$ cat src/rtl/fifo_write_arbiter_if.sv
// Producer/FIFO-side bundle for fifo_write_arbiter: producer requests and data in,
// grant, write strobe and FIFO data out.
interface fifo_write_arbiter_if #(
  parameter int NUM_REQ    = 4,
  parameter int DATA_WIDTH = 8
);
  // Handshake: the owner's req is its valid and ~fifo_full is the FIFO's ready; a beat
  // transfers exactly in the cycles where accept (== fifo_write) is high, and only then
  // may the owner advance its data and last.
  logic [NUM_REQ-1:0]            req;
  logic [NUM_REQ-1:0]            last;
  logic [NUM_REQ*DATA_WIDTH-1:0] req_data;
  logic                          fifo_full;
  logic [NUM_REQ-1:0]            grant;
  logic                          accept;
  logic                          fifo_write;
  logic [DATA_WIDTH-1:0]         fifo_datain;
  logic                          busy;
  logic                          dbg_state;

  modport master (
    output req, last, req_data, fifo_full,
    input  grant, accept, fifo_write, fifo_datain, busy, dbg_state
  );

  modport slave (
    input  req, last, req_data, fifo_full,
    output grant, accept, fifo_write, fifo_datain, busy, dbg_state
  );
endinterface

$ cat src/rtl/fifo_write_arbiter.sv
// Round-robin arbiter sharing one FIFO write port between NUM_REQ producers; each grant
// covers a burst of up to MAX_BURST beats, followed by one idle bubble cycle.
module fifo_write_arbiter #(
  parameter int NUM_REQ    = 4,
  parameter int DATA_WIDTH = 8,
  parameter int MAX_BURST  = 4
) (
  input logic                clock,
  input logic                reset,
  fifo_write_arbiter_if.slave bus
);
  localparam int IDX_W = $clog2(NUM_REQ);
  localparam int CNT_W = $clog2(MAX_BURST) + 1;

  typedef enum logic {
    S_IDLE  = 1'b0,
    S_BURST = 1'b1
  } state_t;

  state_t             state_q, state_d;
  logic [NUM_REQ-1:0] grant_q, grant_d;
  logic [IDX_W-1:0]   owner_q, owner_d;
  logic [IDX_W-1:0]   last_owner_q, last_owner_d;
  logic [CNT_W-1:0]   beat_cnt_q, beat_cnt_d;

  logic [IDX_W-1:0]      cand;
  logic [IDX_W-1:0]      win_idx;
  logic [DATA_WIDTH-1:0] owner_data;
  logic                  owner_req;
  logic                  owner_last;
  logic                  accept_w;
  logic [CNT_W-1:0]      beat_next;

  // Scan downward so the nearest requester after last_owner is the final assignment.
  always_comb begin
    cand    = '0;
    win_idx = last_owner_q;
    for (int k = NUM_REQ; k >= 1; k--) begin
      cand = IDX_W'((int'(last_owner_q) + k) % NUM_REQ);
      if (bus.req[cand]) begin
        win_idx = cand;
      end
    end
  end

  // grant_q is one-hot or zero, so the mux output is zero whenever nobody owns the port.
  always_comb begin
    owner_data = '0;
    for (int i = 0; i < NUM_REQ; i++) begin
      if (grant_q[i]) begin
        owner_data = bus.req_data[i*DATA_WIDTH +: DATA_WIDTH];
      end
    end
  end

  always_comb begin
    owner_req  = |(bus.req & grant_q);
    owner_last = |(bus.last & grant_q);
    accept_w   = (state_q == S_BURST) & owner_req & ~bus.fifo_full & ~reset;
    beat_next  = beat_cnt_q + 1'b1;
  end

  always_comb begin
    state_d      = state_q;
    grant_d      = grant_q;
    owner_d      = owner_q;
    last_owner_d = last_owner_q;
    beat_cnt_d   = beat_cnt_q;
    case (state_q)
      S_IDLE: begin
        if (|bus.req) begin
          state_d    = S_BURST;
          grant_d    = NUM_REQ'(1) << win_idx;
          owner_d    = win_idx;
          beat_cnt_d = '0;
        end else begin
          grant_d = '0;
        end
      end
      S_BURST: begin
        if (!owner_req) begin
          state_d      = S_IDLE;
          grant_d      = '0;
          last_owner_d = owner_q;
        end else if (accept_w) begin
          beat_cnt_d = beat_next;
          if (owner_last || (beat_next == CNT_W'(MAX_BURST))) begin
            state_d      = S_IDLE;
            grant_d      = '0;
            last_owner_d = owner_q;
          end
        end
      end
      default: begin
        state_d = S_IDLE;
        grant_d = '0;
      end
    endcase
  end

  always_ff @(posedge clock) begin
    if (reset) begin
      state_q      <= S_IDLE;
      grant_q      <= '0;
      owner_q      <= '0;
      last_owner_q <= IDX_W'(NUM_REQ - 1);
      beat_cnt_q   <= '0;
    end else begin
      state_q      <= state_d;
      grant_q      <= grant_d;
      owner_q      <= owner_d;
      last_owner_q <= last_owner_d;
      beat_cnt_q   <= beat_cnt_d;
    end
  end

  assign bus.grant       = grant_q;
  assign bus.accept      = accept_w;
  assign bus.fifo_write  = accept_w;
  assign bus.fifo_datain = owner_data;
  assign bus.busy        = (state_q == S_BURST);
  assign bus.dbg_state   = (state_q == S_BURST);
endmodule

$ cat src/flat_wrapper.sv
// flat-port wrapper written by rule: the top's interface ports become plain ports
module fifo_write_arbiter_flat 
#(
  parameter int NUM_REQ    = 4,
  parameter int DATA_WIDTH = 8,
  parameter int MAX_BURST  = 4
)
  (clock, reset, bus_req, bus_last, bus_req_data, bus_fifo_full, bus_grant, bus_accept, bus_fifo_write, bus_fifo_datain, bus_busy, bus_dbg_state);
  fifo_write_arbiter_if #(.NUM_REQ(NUM_REQ), .DATA_WIDTH(DATA_WIDTH)) bus_i ();
  input logic clock;
  input logic reset;
  input wire logic [$bits(bus_i.req)-1:0] bus_req;
  input wire logic [$bits(bus_i.last)-1:0] bus_last;
  input wire logic [$bits(bus_i.req_data)-1:0] bus_req_data;
  input wire logic [$bits(bus_i.fifo_full)-1:0] bus_fifo_full;
  output wire logic [$bits(bus_i.grant)-1:0] bus_grant;
  output wire logic [$bits(bus_i.accept)-1:0] bus_accept;
  output wire logic [$bits(bus_i.fifo_write)-1:0] bus_fifo_write;
  output wire logic [$bits(bus_i.fifo_datain)-1:0] bus_fifo_datain;
  output wire logic [$bits(bus_i.busy)-1:0] bus_busy;
  output wire logic [$bits(bus_i.dbg_state)-1:0] bus_dbg_state;
  assign bus_i.req = bus_req;
  assign bus_i.last = bus_last;
  assign bus_i.req_data = bus_req_data;
  assign bus_i.fifo_full = bus_fifo_full;
  assign bus_grant = bus_i.grant;
  assign bus_accept = bus_i.accept;
  assign bus_fifo_write = bus_i.fifo_write;
  assign bus_fifo_datain = bus_i.fifo_datain;
  assign bus_busy = bus_i.busy;
  assign bus_dbg_state = bus_i.dbg_state;
  fifo_write_arbiter #(.NUM_REQ(NUM_REQ), .DATA_WIDTH(DATA_WIDTH), .MAX_BURST(MAX_BURST)) u_core (.clock(clock), .reset(reset), .bus(bus_i));
endmodule
$ cat config.mk
export PLATFORM = sky130hd
export DESIGN_NAME = fifo_write_arbiter_flat
export DESIGN_NICKNAME = d
export VERILOG_FILES = /design/src/rtl/fifo_write_arbiter_if.sv /design/src/rtl/fifo_write_arbiter.sv /design/src/flat_wrapper.sv
export SDC_FILE = /design/constraint.sdc
export NUM_CORES = 1
export LEC_CHECK = 0
export ABC_CLOCK_PERIOD_IN_PS = 2200
export BUFFER_PORTS_ARGS = -buffer_cell sky130_fd_sc_hd__buf_2
export CORE_MARGIN = 2
export CORE_UTILIZATION = 42
export CTS_BUF_LIST = sky130_fd_sc_hd__clkbuf_16
export DETAILED_ROUTE_END_ITERATION = 6
export PLACE_DENSITY = 0.81
export SLEW_MARGIN = 30
export SYNTH_ARGS = -nofsm -noshare
export SYNTH_HDL_FRONTEND = slang
export SYNTH_SLANG_ARGS = --single-unit
$ cat constraint.sdc
create_clock -name clock -period 2.2 [get_ports clock]
set_clock_uncertainty 0.1 [all_clocks]
set_input_delay 0.66 -clock clock [delete_from_list [all_inputs] [get_ports clock]]
set_output_delay 0.66 -clock clock [all_outputs]
set_load 0.02 [all_outputs]
# Word-level counts from Yosys, hierarchy flattened
# Cells that the tools add are included.
[totals]
input_bits = 43
ff_bits = 12
output_inout_bits = 16
elab_cells = 72
[classes]
n_addsub = 5
magnitude_cmp = 4
muxes = 33
bitwise_logic = 8
reduce_logical = 8
eq_ne = 8
shifts = 1
[op_table]
columns = ["op", "count"]
rows = [
  ["$mux 8", 4],
  ["$mux 4", 4],
  ["$mux 2", 7],
  ["$lt 2x3->1 const B", 4],
  ["$reduce_or 4->1", 3],
  ["$mux 3", 3],
  ["$and 4x4->4", 2],
  ["$bmux 1 s2", 4],
  ["$mux 1", 8],
  ["$ne 2x2->1 const B", 4],
  ["$pmux 4 s2", 1],
  ["$ne 3x3->1 const B", 2],
  ["$pmux 3 s2", 1],
  ["$reduce_and 3->1", 2],
  ["$add 2x1->2 const B", 2],
  ["$add 2x2->2 const B", 2],
  ["$reduce_and 2->1", 2],
  ["$shl 1x2->4 const A", 1],
  ["$add 3x1->3 const B", 1],
  ["$and 1x1->1", 3],
  ["$eq 3x3->1 const B", 1],
  ["$not 1->1", 3],
  ["$ne 2x1->1 const B", 1],
  ["$pmux 1 s2", 1],
  ["$logic_or 1x1->1", 1],
]

# Logic depth before layout (Yosys ltp)
# Gate-level depths: netlist of run 1.
[logic_depth]
ltp_word = 10
mapped_depth = 6
mapped_depth_nobuf = 6

# Worst setup path before layout of run 1
# OpenSTA, ideal clock, no wires.
[synth_path]
path_kind = "register to output"
startpoint = "register u_core.grant_q[0], in the netlist u_core.bus.grant[0]"
endpoint = "output bus_fifo_datain[0]"
setup_slack_ps = -180
path_stages_with_launch = 7
arrival_time_ps = 1620
t_required_ps = 1440
n_path_buf = 1
path_cell_list = "dfxtp_1 > nor2b_1 > clkbuf_1 > a22oi_1 > nor2_1 > a21oi_1 > o21ai_0"
[synth_via]
elab_chain_len = 4
[synth_rtl]
columns = ["item", "line_no", "rtl"]
rows = [
  ["from (decl)", "fifo_write_arbiter.sv:21", "logic [NUM_REQ-1:0] grant_q, grant_d;"],
  ["from (signal assigned)", "fifo_write_arbiter.sv:110", "grant_q <= grant_d;"],
  ["$mux 8 (4 in series)", "fifo_write_arbiter.sv:50", "if (grant_q[i]) begin"],
  ["to (decl)", "flat_wrapper.sv:19", "output wire logic [$bits(bus_i.fifo_datain)-1:0] bus_fifo_datain;"],
]
# No other way between the ends.

# Final worst setup path of run 1
[layout_path]
startpoint = "input reset"
endpoint = "output bus_accept"
[layout_via]
elab_chain_len = 2
[layout_rtl]
columns = ["item", "line_no", "rtl"]
rows = [
  ["from (decl)", "flat_wrapper.sv:11", "input logic reset;"],
  ["$not 1->1", "fifo_write_arbiter.sv:59", "accept_w = (state_q == S_BURST) & owner_req & ~bus.fifo_full & ~reset;"],
  ["$and 1x1->1", "fifo_write_arbiter.sv:59", ""],
  ["to (decl)", "flat_wrapper.sv:17", "output wire logic [$bits(bus_i.accept)-1:0] bus_accept;"],
]
# No other way between the ends.

==> results of run 1 <==
cells in the final DEF (no fill, tap or decap), types with 2 or more instances in the layout:
| cell type | n |
|---|---|
| sky130_fd_sc_hd__nand2_1 | 15 |
| sky130_fd_sc_hd__buf_2 | 51 |
| sky130_fd_sc_hd__and2_2 | 2 |
| sky130_fd_sc_hd__a211oi_1 | 2 |
| sky130_fd_sc_hd__buf_4 | 12 |
| sky130_fd_sc_hd__a221o_1 | 2 |
| sky130_fd_sc_hd__buf_6 | 4 |
| sky130_fd_sc_hd__a22oi_1 | 9 |
| sky130_fd_sc_hd__clkbuf_16 | 3 |
| sky130_fd_sc_hd__dfxtp_1 | 12 |
| sky130_fd_sc_hd__ha_1 | 2 |
| sky130_fd_sc_hd__nor3_1 | 4 |
| sky130_fd_sc_hd__a21oi_1 | 14 |
| sky130_fd_sc_hd__a32oi_1 | 2 |
| sky130_fd_sc_hd__a22o_1 | 2 |
| sky130_fd_sc_hd__nor2_1 | 16 |
| sky130_fd_sc_hd__o21ai_1 | 2 |
| sky130_fd_sc_hd__o21ai_2 | 7 |
| sky130_fd_sc_hd__o2bb2ai_1 | 2 |
final cells by class:
cell class,count,area share
Clock buffer,3,0.0533
Multi-Input combinational cell,101,0.475
Sequential cell,12,0.171
Tap cell,27,0.0240
Timing Repair Buffer,67,0.277
what timing repair did:
item,CTS,global route
gates cloned,0,0
pin swaps,0,1
hold endpoints to repair,0,0
gates resized for setup,1,11
endpoints found under the setup margin,10,10
cell families after synthesis:
logic type / Yosys count
AND/OR/NAND/NOR: 48
multiplexers: 3
flip-flops: 12
buffers and inverters: 10
XOR/XNOR: 1
AO/OA/AOI/OAI: 47
adder cells (fa/ha/maj): 2
worst max-delay path, cell delays in order:
cell and delay, ps:
sky130_fd_sc_hd__buf_6 90, sky130_fd_sc_hd__or3b_4 400, sky130_fd_sc_hd__a21oi_4 170, sky130_fd_sc_hd__buf_6 140
metal layers:
metal	vias up	global-route usage
met5	-	0
met4	0	0.0586
met3	4	0.0526
met2	30	0.424
met1	512	0.237
li1	569	-
Yosys cell counts, types with 2 or more instances:
cell type,number
sky130_fd_sc_hd__buf_4,2
sky130_fd_sc_hd__a32oi_1,2
sky130_fd_sc_hd__ha_1,2
sky130_fd_sc_hd__clkbuf_1,6
sky130_fd_sc_hd__and2_2,2
sky130_fd_sc_hd__nor3_1,4
sky130_fd_sc_hd__a21oi_1,14
sky130_fd_sc_hd__a22o_1,2
sky130_fd_sc_hd__a211oi_1,2
sky130_fd_sc_hd__o2bb2ai_1,2
sky130_fd_sc_hd__nor2b_1,2
sky130_fd_sc_hd__o21ai_0,8
sky130_fd_sc_hd__a22oi_1,9
sky130_fd_sc_hd__a221o_1,2
sky130_fd_sc_hd__nor2_1,16
sky130_fd_sc_hd__nand2_1,15
sky130_fd_sc_hd__dfxtp_1,12
sequential cells by signal, summed over array words and instances (netlist names):
name and flops:
u_core.owner_q 2, u_core.bus.grant 4, u_core.last_owner_q 2, u_core.bus.busy 1
u_core.beat_cnt_q 3
final timing paths:
path	endpoint	slack, ps	startpoint	depth (start not counted)
worst max-delay path	bus_accept	-30	reset	4
worst min-delay path	u_core.owner_q[1]$_SDFFE_PP0P_	370	u_core.owner_q[1]$_SDFFE_PP0P_	2
worst max register to register	u_core.bus.grant[1]$_SDFFE_PP0P_	350	u_core.beat_cnt_q[0]$_SDFFE_PP0P_	6
worst min register to register	u_core.owner_q[1]$_SDFFE_PP0P_	370	u_core.owner_q[1]$_SDFFE_PP0P_	2
power by group:
| group | switching (mW) | total, mW | internal, mW |
|---|---|---|---|
| Clock | 0.0865 | 0.323 | 0.236 |
| Sequential | 0.0185 | 0.255 | 0.236 |
| Combinational | 0.175 | 0.314 | 0.139 |
| Total | 0.280 | 0.891 | 0.611 |
per-stage QoR:
stage	power, mW	hold slack (ps)
CTS	0.883	372
floorplan	0.447	332
finish	0.891	371
global route	0.938	419
global placement	0.547	346
detailed placement	0.557	360
==> summary.txt, run 1 <==
Timing
  – Relative max-transition margin: 0.687
  – Number of hold violations in the final report: 0
  – Count of pins over their slew limit: 0
  – Final Cycle Share: 1.01
  – Post-route minimum period: about 2200 ps
  – Unrepaired setup endpoints after global routing: yes
  – Highest clock frequency the design can meet: about 450 MHz
  – PnR worst setup slack: -30.5 ps
  – Setup-violating endpoint count in the final report: 2
  – Post-route setup TNS: -60.7 ps
  – Transition time of the tightest slew-check pin: roughly 470 ps

Power and ir drop
  – Power per Cell Area: 633 nW/um^2
  – Worst IR drop on VDD: 675 uV
  – Leakage power total: between 0.7 and 0.8 nW

Clock network
  – TritonCTS buffer count: 3
  – Depth of the CTS H-tree: 1
  – CTS Buffer Depth: 2
  – CTS Sinks: 12
  – Clock slew seen by the registers of the worst setup and hold paths: 40 ps
  – Post-CTS repair timing setup buffer count: 0
  – Cell at the root of the clock tree: sky130_fd_sc_hd__clkbuf_16
  – TritonCTS clock tree: yes
  – # hold bufs at CTS: 0
  – Source-to-sink clock delay at the later pin of the worst-skew pair: about 240 ps

Synthesis
  – Fraction of registers with async set/reset: 0
  – Synth Warn #: 0
  – Area share of xor/xnor cells in the synthesized design: 0.00947
  – Summed instance area of the synthesized netlist: a little over 900 um^2
  – Share of the yosys chip area belonging to registers: 0.260
  – Simple-gate share of the synthesized area: 0.249
  – Synth cell types: 38
  – Top flip-flop cell by instance count after synthesis: sky130_fd_sc_hd__dfxtp_1
  – Area leader, netlist: sky130_fd_sc_hd__dfxtp_1
  – Per-instance average area after synthesis: about 7.5 um^2
  – Synthesized instance count: about 120
  – Arithmetic-cell share of the synthesized area counting full adders, half adders and majority gates: 0.0271
  – Combinational family with the most area after synthesis: compound AO/OA/AOI/OAI gates
  – Number of enable-type register cells in the synthesized netlist: 0
  – Multiplexer share of the synthesized area: 0.0392
  – Dominant cells by area after synthesis: sky130_fd_sc_hd__dfxtp_1 (26%), sky130_fd_sc_hd__a21oi_1 (7.6%), sky130_fd_sc_hd__a22oi_1 (7.3%)
  – Number of synthesized register bits: 12
  – Synthesized-area fraction occupied by ao, oa, aoi and oai cells: 0.365
  – Yosys top cell area share: 0.260
  – Net count after synthesis: about 170

Global route
  – Remaining global-route overflow: 0
  – Global-route wire length before repair: between 4000 and 5000 um
  – Pin count of the biggest net entering global routing: 18
  – Number of global-route vias before repair: 1066
  – Antenna violations before repair: 0
  – Total global-route track usage: 0.221

Worst hold path
  – Path type of the worst min-delay path: flip-flop to flip-flop

Floorplanning
  – Die boundary width: 50.9 um
  – Core ar.: around 2000 um^2
  – I/O pins: 59
  – Core Rows: 16
  – Vert. Die Dim: 50.9 um
  – Starting density of the core: 0.457
  – Overall die area: 2590 um^2

Setup path
  – Critical path endpoint category: primary output
  – Top fanout value on the critical path: 3
  – Data arrival, critical path: around 1500 ps
  – Critical path class: input port to primary output
  – Kind of start point of the critical path: input port
  – Worst endpoint required time: 1440 ps

Drt
  – First-iteration detailed-routing DRC count: 13
  – Residual antenna-violating net count after detailed routing: 0
  – Routed len/inst: roughly 13 um
  – Wire length after detailed routing: 2730 um
  – Count of unresolved DRC violations after routing: 0
  – Detailed-route vias per instance: 5.31
  – Number of detailed-route iterations in the first pass: 4
  – Met3 wire length: about 140 um
  – Total vias in the final route: around 1100
  – Highest routed layer: met4
  – Detailed route wirelength on metal2: between 1000 and 1500 um
  – M1 WL: about 1200 um

Layout
  – Layout cells sized above 1: 0.486
  – Post-Route Utilization: 0.696
  – Summed area of non-filler cells in the final layout: between 1000 and 1500 um^2
  – Sequential standard cell area: between 200 and 250 um^2
  – Combined area of the multi-input logic cells: around 670 um^2
  – Synth-to-Final Area Change: 52.2%
  – Final #Nets: 230
  – Fillers: roughly 170
  – Final non-filler cell total: 210
  – Antenna cells: 0

Run status
  – Result of the run: complete, but fails checks
  – Violations in the final reports: negative setup slack

Placed design
  – Post-detailed-placement cell area: 1290 um^2
  – Routability congestion estimate: around 0.81
  – Port bufs: 58
  – Placement-stage worst setup slack: -37.2 ps
  – Detailed placement HPWL: around 2100 um
  – Number of cells after detailed placement: ~210

Job
  – Number of max-cap violations: 0
Note: power is estimated with default switching activity, not from simulation.
==> inputs of run 2 (changes only) <==
--- a/config.mk
+++ b/config.mk
@@ -5,10 +5,10 @@
 export SDC_FILE = /design/constraint.sdc
 export NUM_CORES = 1
 export LEC_CHECK = 0
-export ABC_CLOCK_PERIOD_IN_PS = 2200
+export ABC_CLOCK_PERIOD_IN_PS = 2700
 export BUFFER_PORTS_ARGS = -buffer_cell sky130_fd_sc_hd__buf_2
 export CORE_MARGIN = 2
-export CORE_UTILIZATION = 42
+export CORE_UTILIZATION = 45
 export CTS_BUF_LIST = sky130_fd_sc_hd__clkbuf_16
 export DETAILED_ROUTE_END_ITERATION = 6
 export PLACE_DENSITY = 0.81
==> constraint.sdc (replaced) <==
create_clock -name clock -period 2.7 [get_ports clock]
set_clock_uncertainty 0.1 [all_clocks]
set_input_delay 0.81 -clock clock [delete_from_list [all_inputs] [get_ports clock]]
set_output_delay 0.81 -clock clock [all_outputs]
set_load 0.02 [all_outputs]
==> summary.txt, run 2 (synthesis gave the netlist of run 1 again) <==
Run status
  – Result of the run: complete, no violations

Power and ir drop
  – Leakage power total: ~0.67 nW
  – Worst IR drop on VDD: 355 uV
  – Power per Cell Area: roughly 540 nW/um^2
  – Overall Power: 707 uW

Clock network
  – # hold bufs at CTS: 0
  – Source-to-sink clock delay at the later pin of the worst-skew pair: between 200 and 250 ps
  – Post-cts resize count: 0
  – Depth of the CTS H-tree: 1
  – CTS Sinks: 12
  – TritonCTS buffer count: 3
  – TritonCTS clock tree: yes
  – Post-CTS repair timing setup buffer count: 0
  – CTS Buffer Depth: 2
  – Cell at the root of the clock tree: sky130_fd_sc_hd__clkbuf_16
  – Clock slew seen by the registers of the worst setup and hold paths: about 40 ps

Worst hold path
  – Path type of the worst min-delay path: flip-flop to flip-flop

Setup path
  – Kind of start point of the critical path: input port
  – Data arrival, critical path: between 1500 and 2000 ps
  – Worst endpoint required time: 1790 ps
  – Top fanout value on the critical path: 4
  – Critical path class: input port to primary output
  – Critical path endpoint category: primary output

Layout
  – Antenna cells: 0
  – Synth-to-Final Area Change: 42.6%
  – Final #Nets: approximately 230
  – Final non-filler cell total: around 210
  – Commonest non-fill, non-tap cell in the layout: sky130_fd_sc_hd__buf_2
  – Commonest cells after routing, fill and taps aside: sky130_fd_sc_hd__buf_2 (58), sky130_fd_sc_hd__nor2_1 (16), sky130_fd_sc_hd__nand2_1 (15), sky130_fd_sc_hd__a21oi_1 (14), sky130_fd_sc_hd__dfxtp_1 (12)
  – Number of flip-flops in the largest register: 4
  – Layout cells sized above 1: 0.433

Timing
  – Hold slack: between 300 and 400 ps
  – Post-route minimum period: ~2600 ps
  – Unrepaired setup endpoints after global routing: no
  – Final Cycle Share: 0.950
  – Count of pins over their slew limit: 0
  – Highest clock frequency the design can meet: 390 MHz
  – Number of hold violations in the final report: 0
  – PnR worst setup slack: roughly 130 ps
  – Relative max-transition margin: 0.596
  – Setup-violating endpoint count in the final report: 0
  – Post-route setup TNS: 0 ps
  – Transition time of the tightest slew-check pin: 605 ps

Global route
  – Number of global-route vias before repair: between 900 and 1000
  – Global-route wire length before repair: approximately 4100 um
  – Antenna violations before repair: 0
  – Total global-route track usage: 0.212
  – Remaining global-route overflow: 0
  – Pin count of the biggest net entering global routing: 21

Floorplanning
  – Die boundary width: just under 50 um
  – Overall die area: between 2000 and 2500 um^2
  – Core Rows: 16
  – Vert. Die Dim: around 49 um
  – Starting density of the core: 0.476
  – Core ar.: slightly below 2000 um^2
  – I/O pins: 59

Drt
  – First-iteration detailed-routing DRC count: 31
  – Count of unresolved DRC violations after routing: 0
  – Residual antenna-violating net count after detailed routing: 0
  – Total vias in the final route: ~1100
  – Wire length after detailed routing: approximately 2500 um
  – Number of detailed-route iterations in the first pass: 4
  – Routed len/inst: between 10 and 15 um
  – Detailed-route vias per instance: about 5.3

Placed design
  – Port bufs: 58
  – Placement-stage worst setup slack: around 130 ps
  – Routability congestion estimate: between 0.7 and 0.8
  – Number of cells after detailed placement: 203

Job
  – Number of max-cap violations: 0
run 2: final cells by class:
type | instances | area [um^2]
sequential | 12 | 240
timing repair buffer | 63 | 328
multi-input combinational | 101 | 638
clock inverter | 1 | 3.75
clock buffer | 3 | 75.1
fill | 178 | 623
tap | 27 | 33.8
run 2: worst max-delay path: stages:
cell and delay [ps]:
sky130_fd_sc_hd__buf_2 90, sky130_fd_sc_hd__or3b_4 420, sky130_fd_sc_hd__a21oi_4 140, sky130_fd_sc_hd__buf_2 180
run 2: power breakdown:
part | internal, mW | total [mW] | leakage, nW | switching [mW]
Sequential | 0.192 | 0.214 | 0.0984 | 0.0211
Clock | 0.195 | 0.275 | 0.0385 | 0.0797
Combinational | 0.0943 | 0.219 | 0.531 | 0.124
run 2: worst paths after layout:
check                              startpoint                                end  slack, ps  cells after the start
max reg2reg  u_core.bus.grant[2]$_SDFFE_PP0P_  u_core.beat_cnt_q[2]$_SDFFE_PP0P_        800                      6
min reg2reg    u_core.owner_q[1]$_SDFFE_PP0P_     u_core.owner_q[1]$_SDFFE_PP0P_        350                      2
min            u_core.owner_q[1]$_SDFFE_PP0P_     u_core.owner_q[1]$_SDFFE_PP0P_        350                      2
max                             bus_fifo_full                         bus_accept        130                      4
run 2: metrics by stage:
stage | area (um^2) | util
global placement | 1240 | 0.639
finish | 1320 | 0.679
floorplan | 925 | -
global route | 1320 | 0.679
CTS | 1320 | 0.679
detailed placement | 1240 | 0.639
run 2: routing by layer:
metal  routed length, um  GRT usage  up-vias
met5                   0          0        -
met4                  27     0.0857        0
met3                 162     0.0429        5
met2                1260      0.356       41
met1                1070      0.262      496
li1                    -          -      565
==> inputs of run 3 (changes only) <==
--- a/config.mk
+++ b/config.mk
@@ -11,7 +11,7 @@
 export CORE_UTILIZATION = 45
 export CTS_BUF_LIST = sky130_fd_sc_hd__clkbuf_16
 export DETAILED_ROUTE_END_ITERATION = 6
-export PLACE_DENSITY = 0.81
+export PLACE_DENSITY_LB_ADDON = 0.08
 export SLEW_MARGIN = 30
 export SYNTH_ARGS = -nofsm -noshare
 export SYNTH_HDL_FRONTEND = slang
==> summary.txt, run 3 (synthesis gave the netlist of run 1 again) <==
Run status
  – Result of the run: complete, no violations

Clock network
  – Cell at the root of the clock tree: sky130_fd_sc_hd__clkbuf_16
  – Post-cts resize count: 0
  – CTS Sinks: 12
  – Depth of the CTS H-tree: 1
  – Post-CTS repair timing setup buffer count: 0
  – TritonCTS buffer count: 3
  – # hold bufs at CTS: 0
  – Source-to-sink clock delay at the later pin of the worst-skew pair: approximately 240 ps
  – CTS Buffer Depth: 2
  – TritonCTS clock tree: yes
  – Clock slew seen by the registers of the worst setup and hold paths: around 40 ps

Global route
  – Antenna violations before repair: 0
  – Total global-route track usage: 0.225
  – Pin count of the biggest net entering global routing: 20
  – Global-route wire length before repair: about 4300 um
  – Remaining global-route overflow: 0
  – Number of global-route vias before repair: about 1000

Setup path
  – Family of cells with the greatest summed delay on the critical path: simple AND/OR/NAND/NOR gates
  – Kind of start point of the critical path: input port
  – Crit path buffers/inverters: 2
  – Most frequent CP cell: sky130_fd_sc_hd__buf_2
  – Worst flop-to-flop path startpoint: u_core.bus.busy$_SDFF_PP0_
  – Capture point of the worst reg-to-reg path: u_core.beat_cnt_q[2]$_SDFFE_PP0P_
  – Critical path class: input port to primary output
  – Critical path endpoint category: primary output
  – Delay of the slowest cell on the worst path: 420 ps
  – Slowest CP cell: sky130_fd_sc_hd__or3b_4
  – Top fanout value on the critical path: 4
  – Worst endpoint required time: approximately 1800 ps
  – Number of cells on the worst reg-to-reg path: 6
  – Worst reg-to-reg setup slack: a little under 900 ps
  – Data arrival, critical path: around 1700 ps
  – Chain of cells forming the critical path: buf_2 > or3b_4 > a21oi_4 > buf_2

Drt
  – Detailed-route vias per instance: between 5 and 6
  – Residual antenna-violating net count after detailed routing: 0
  – Count of unresolved DRC violations after routing: 0
  – Routed len/inst: around 12 um
  – Number of detailed-route iterations in the first pass: 4
  – Total vias in the final route: ~1100
  – Wire length after detailed routing: roughly 2500 um
  – First-iteration detailed-routing DRC count: 24

Floorplanning
  – Starting density of the core: 0.476
  – Overall die area: between 2000 and 2500 um^2
  – I/O pins: between 50 and 60
  – Core Rows: 16
  – Vert. Die Dim: a little under 50 um
  – Core ar.: between 1500 and 2000 um^2
  – Die boundary width: ~50 um

Timing
  – Final Cycle Share: 0.955
  – Setup-violating endpoint count in the final report: 0
  – Post-route setup TNS: 0 ps
  – Relative max-transition margin: 0.668
  – Unrepaired setup endpoints after global routing: no
  – Transition time of the tightest slew-check pin: ~500 ps
  – Post-route minimum period: between 2000 and 3000 ps
  – Highest clock frequency the design can meet: about 390 MHz
  – Count of pins over their slew limit: 0
  – Number of hold violations in the final report: 0

Power and ir drop
  – Worst IR drop on VDD: roughly 480 uV
  – Power per Cell Area: around 530 nW/um^2
  – Leakage power total: around 0.67 nW
  – Overall Power: 706 uW

Placed design
  – Port bufs: 58
  – Detailed placement HPWL: 2030 um
  – Routability congestion estimate: ~0.84

Layout
  – Antenna cells: 0
  – Commonest cells after routing, fill and taps aside: sky130_fd_sc_hd__buf_2 (58), sky130_fd_sc_hd__nor2_1 (16), sky130_fd_sc_hd__nand2_1 (15), sky130_fd_sc_hd__a21oi_1 (14), sky130_fd_sc_hd__dfxtp_1 (12)
  – Layout cells sized above 1: 0.436
  – Commonest non-fill, non-tap cell in the layout: sky130_fd_sc_hd__buf_2
  – Fillers: approximately 170
  – Synth-to-Final Area Change: 43.4%
  – Number of flip-flops in the largest register: 4
  – Final #Nets: between 200 and 250

Worst hold path
  – Launch instance of the worst min-delay path: u_core.owner_q[1]$_SDFFE_PP0P_
  – End point of the most critical hold path: u_core.owner_q[1]$_SDFFE_PP0P_
  – Worst hold stages: 2
  – Path type of the worst min-delay path: flip-flop to flip-flop

Job
  – Number of max-cap violations: 0
-- run 3: how the worst max path moves through the flow --
stage,depth (start not counted),end,start
final,4,bus_fifo_write,bus_fifo_full
after global routing,7,bus_fifo_datain[5],u_core.bus.grant[0]$_SDFFE_PP0P_
after CTS,4,bus_fifo_write,bus_fifo_full
after detailed placement,4,bus_fifo_write,bus_fifo_full
after global placement,4,bus_accept,bus_fifo_full
after floorplan,3,bus_fifo_write,bus_fifo_full
-- run 3: metrics by stage --
step	hold slack, ps	instances	worst slack (ps)	cell area (um^2)	utilization
CTS	349	208	116	1330	0.683
global placement	339	204	143	1250	0.642
finish	349	208	121	1330	0.683
global route	380	208	49.0	1330	0.683
detailed placement	343	204	117	1250	0.642
floorplan	332	123	105	925	-
-- run 3: final cells by class --
class	count	area, um^2	share of cell area
multi-input combinational	101	638	0.481
timing repair buffer	64	335	0.253
sequential	12	240	0.181
clock buffer	3	75.1	0.0566
tap	27	33.8	0.0255
clock inverter	1	3.75	0.00283
-- run 3: power breakdown --
part           leakage [nW]  total [mW]  switching [mW]  internal (mW)
Clock                0.0385       0.268          0.0738          0.195
Sequential           0.0984       0.213          0.0204          0.193
Combinational         0.536       0.224           0.128         0.0959
Total                 0.673       0.706           0.222          0.483
-- run 3: worst reg2reg max path, cell delays in order (launching register included) --
cell	delay (ps)
sky130_fd_sc_hd__dfxtp_1	470
sky130_fd_sc_hd__or3b_4	460
sky130_fd_sc_hd__a21oi_4	150
sky130_fd_sc_hd__buf_4	150
sky130_fd_sc_hd__nand2_2	60
sky130_fd_sc_hd__mux2_4	300
sky130_fd_sc_hd__nor2_2	70
-- run 3: metal layers --
layer	up-vias	part of all wire	GRT usage
li1	566	-	-
met1	502	0.44	0.271
met2	33	0.48	0.385
met3	5	0.061	0.0583
met4	0	0.015	0.0714
met5	-	0	0
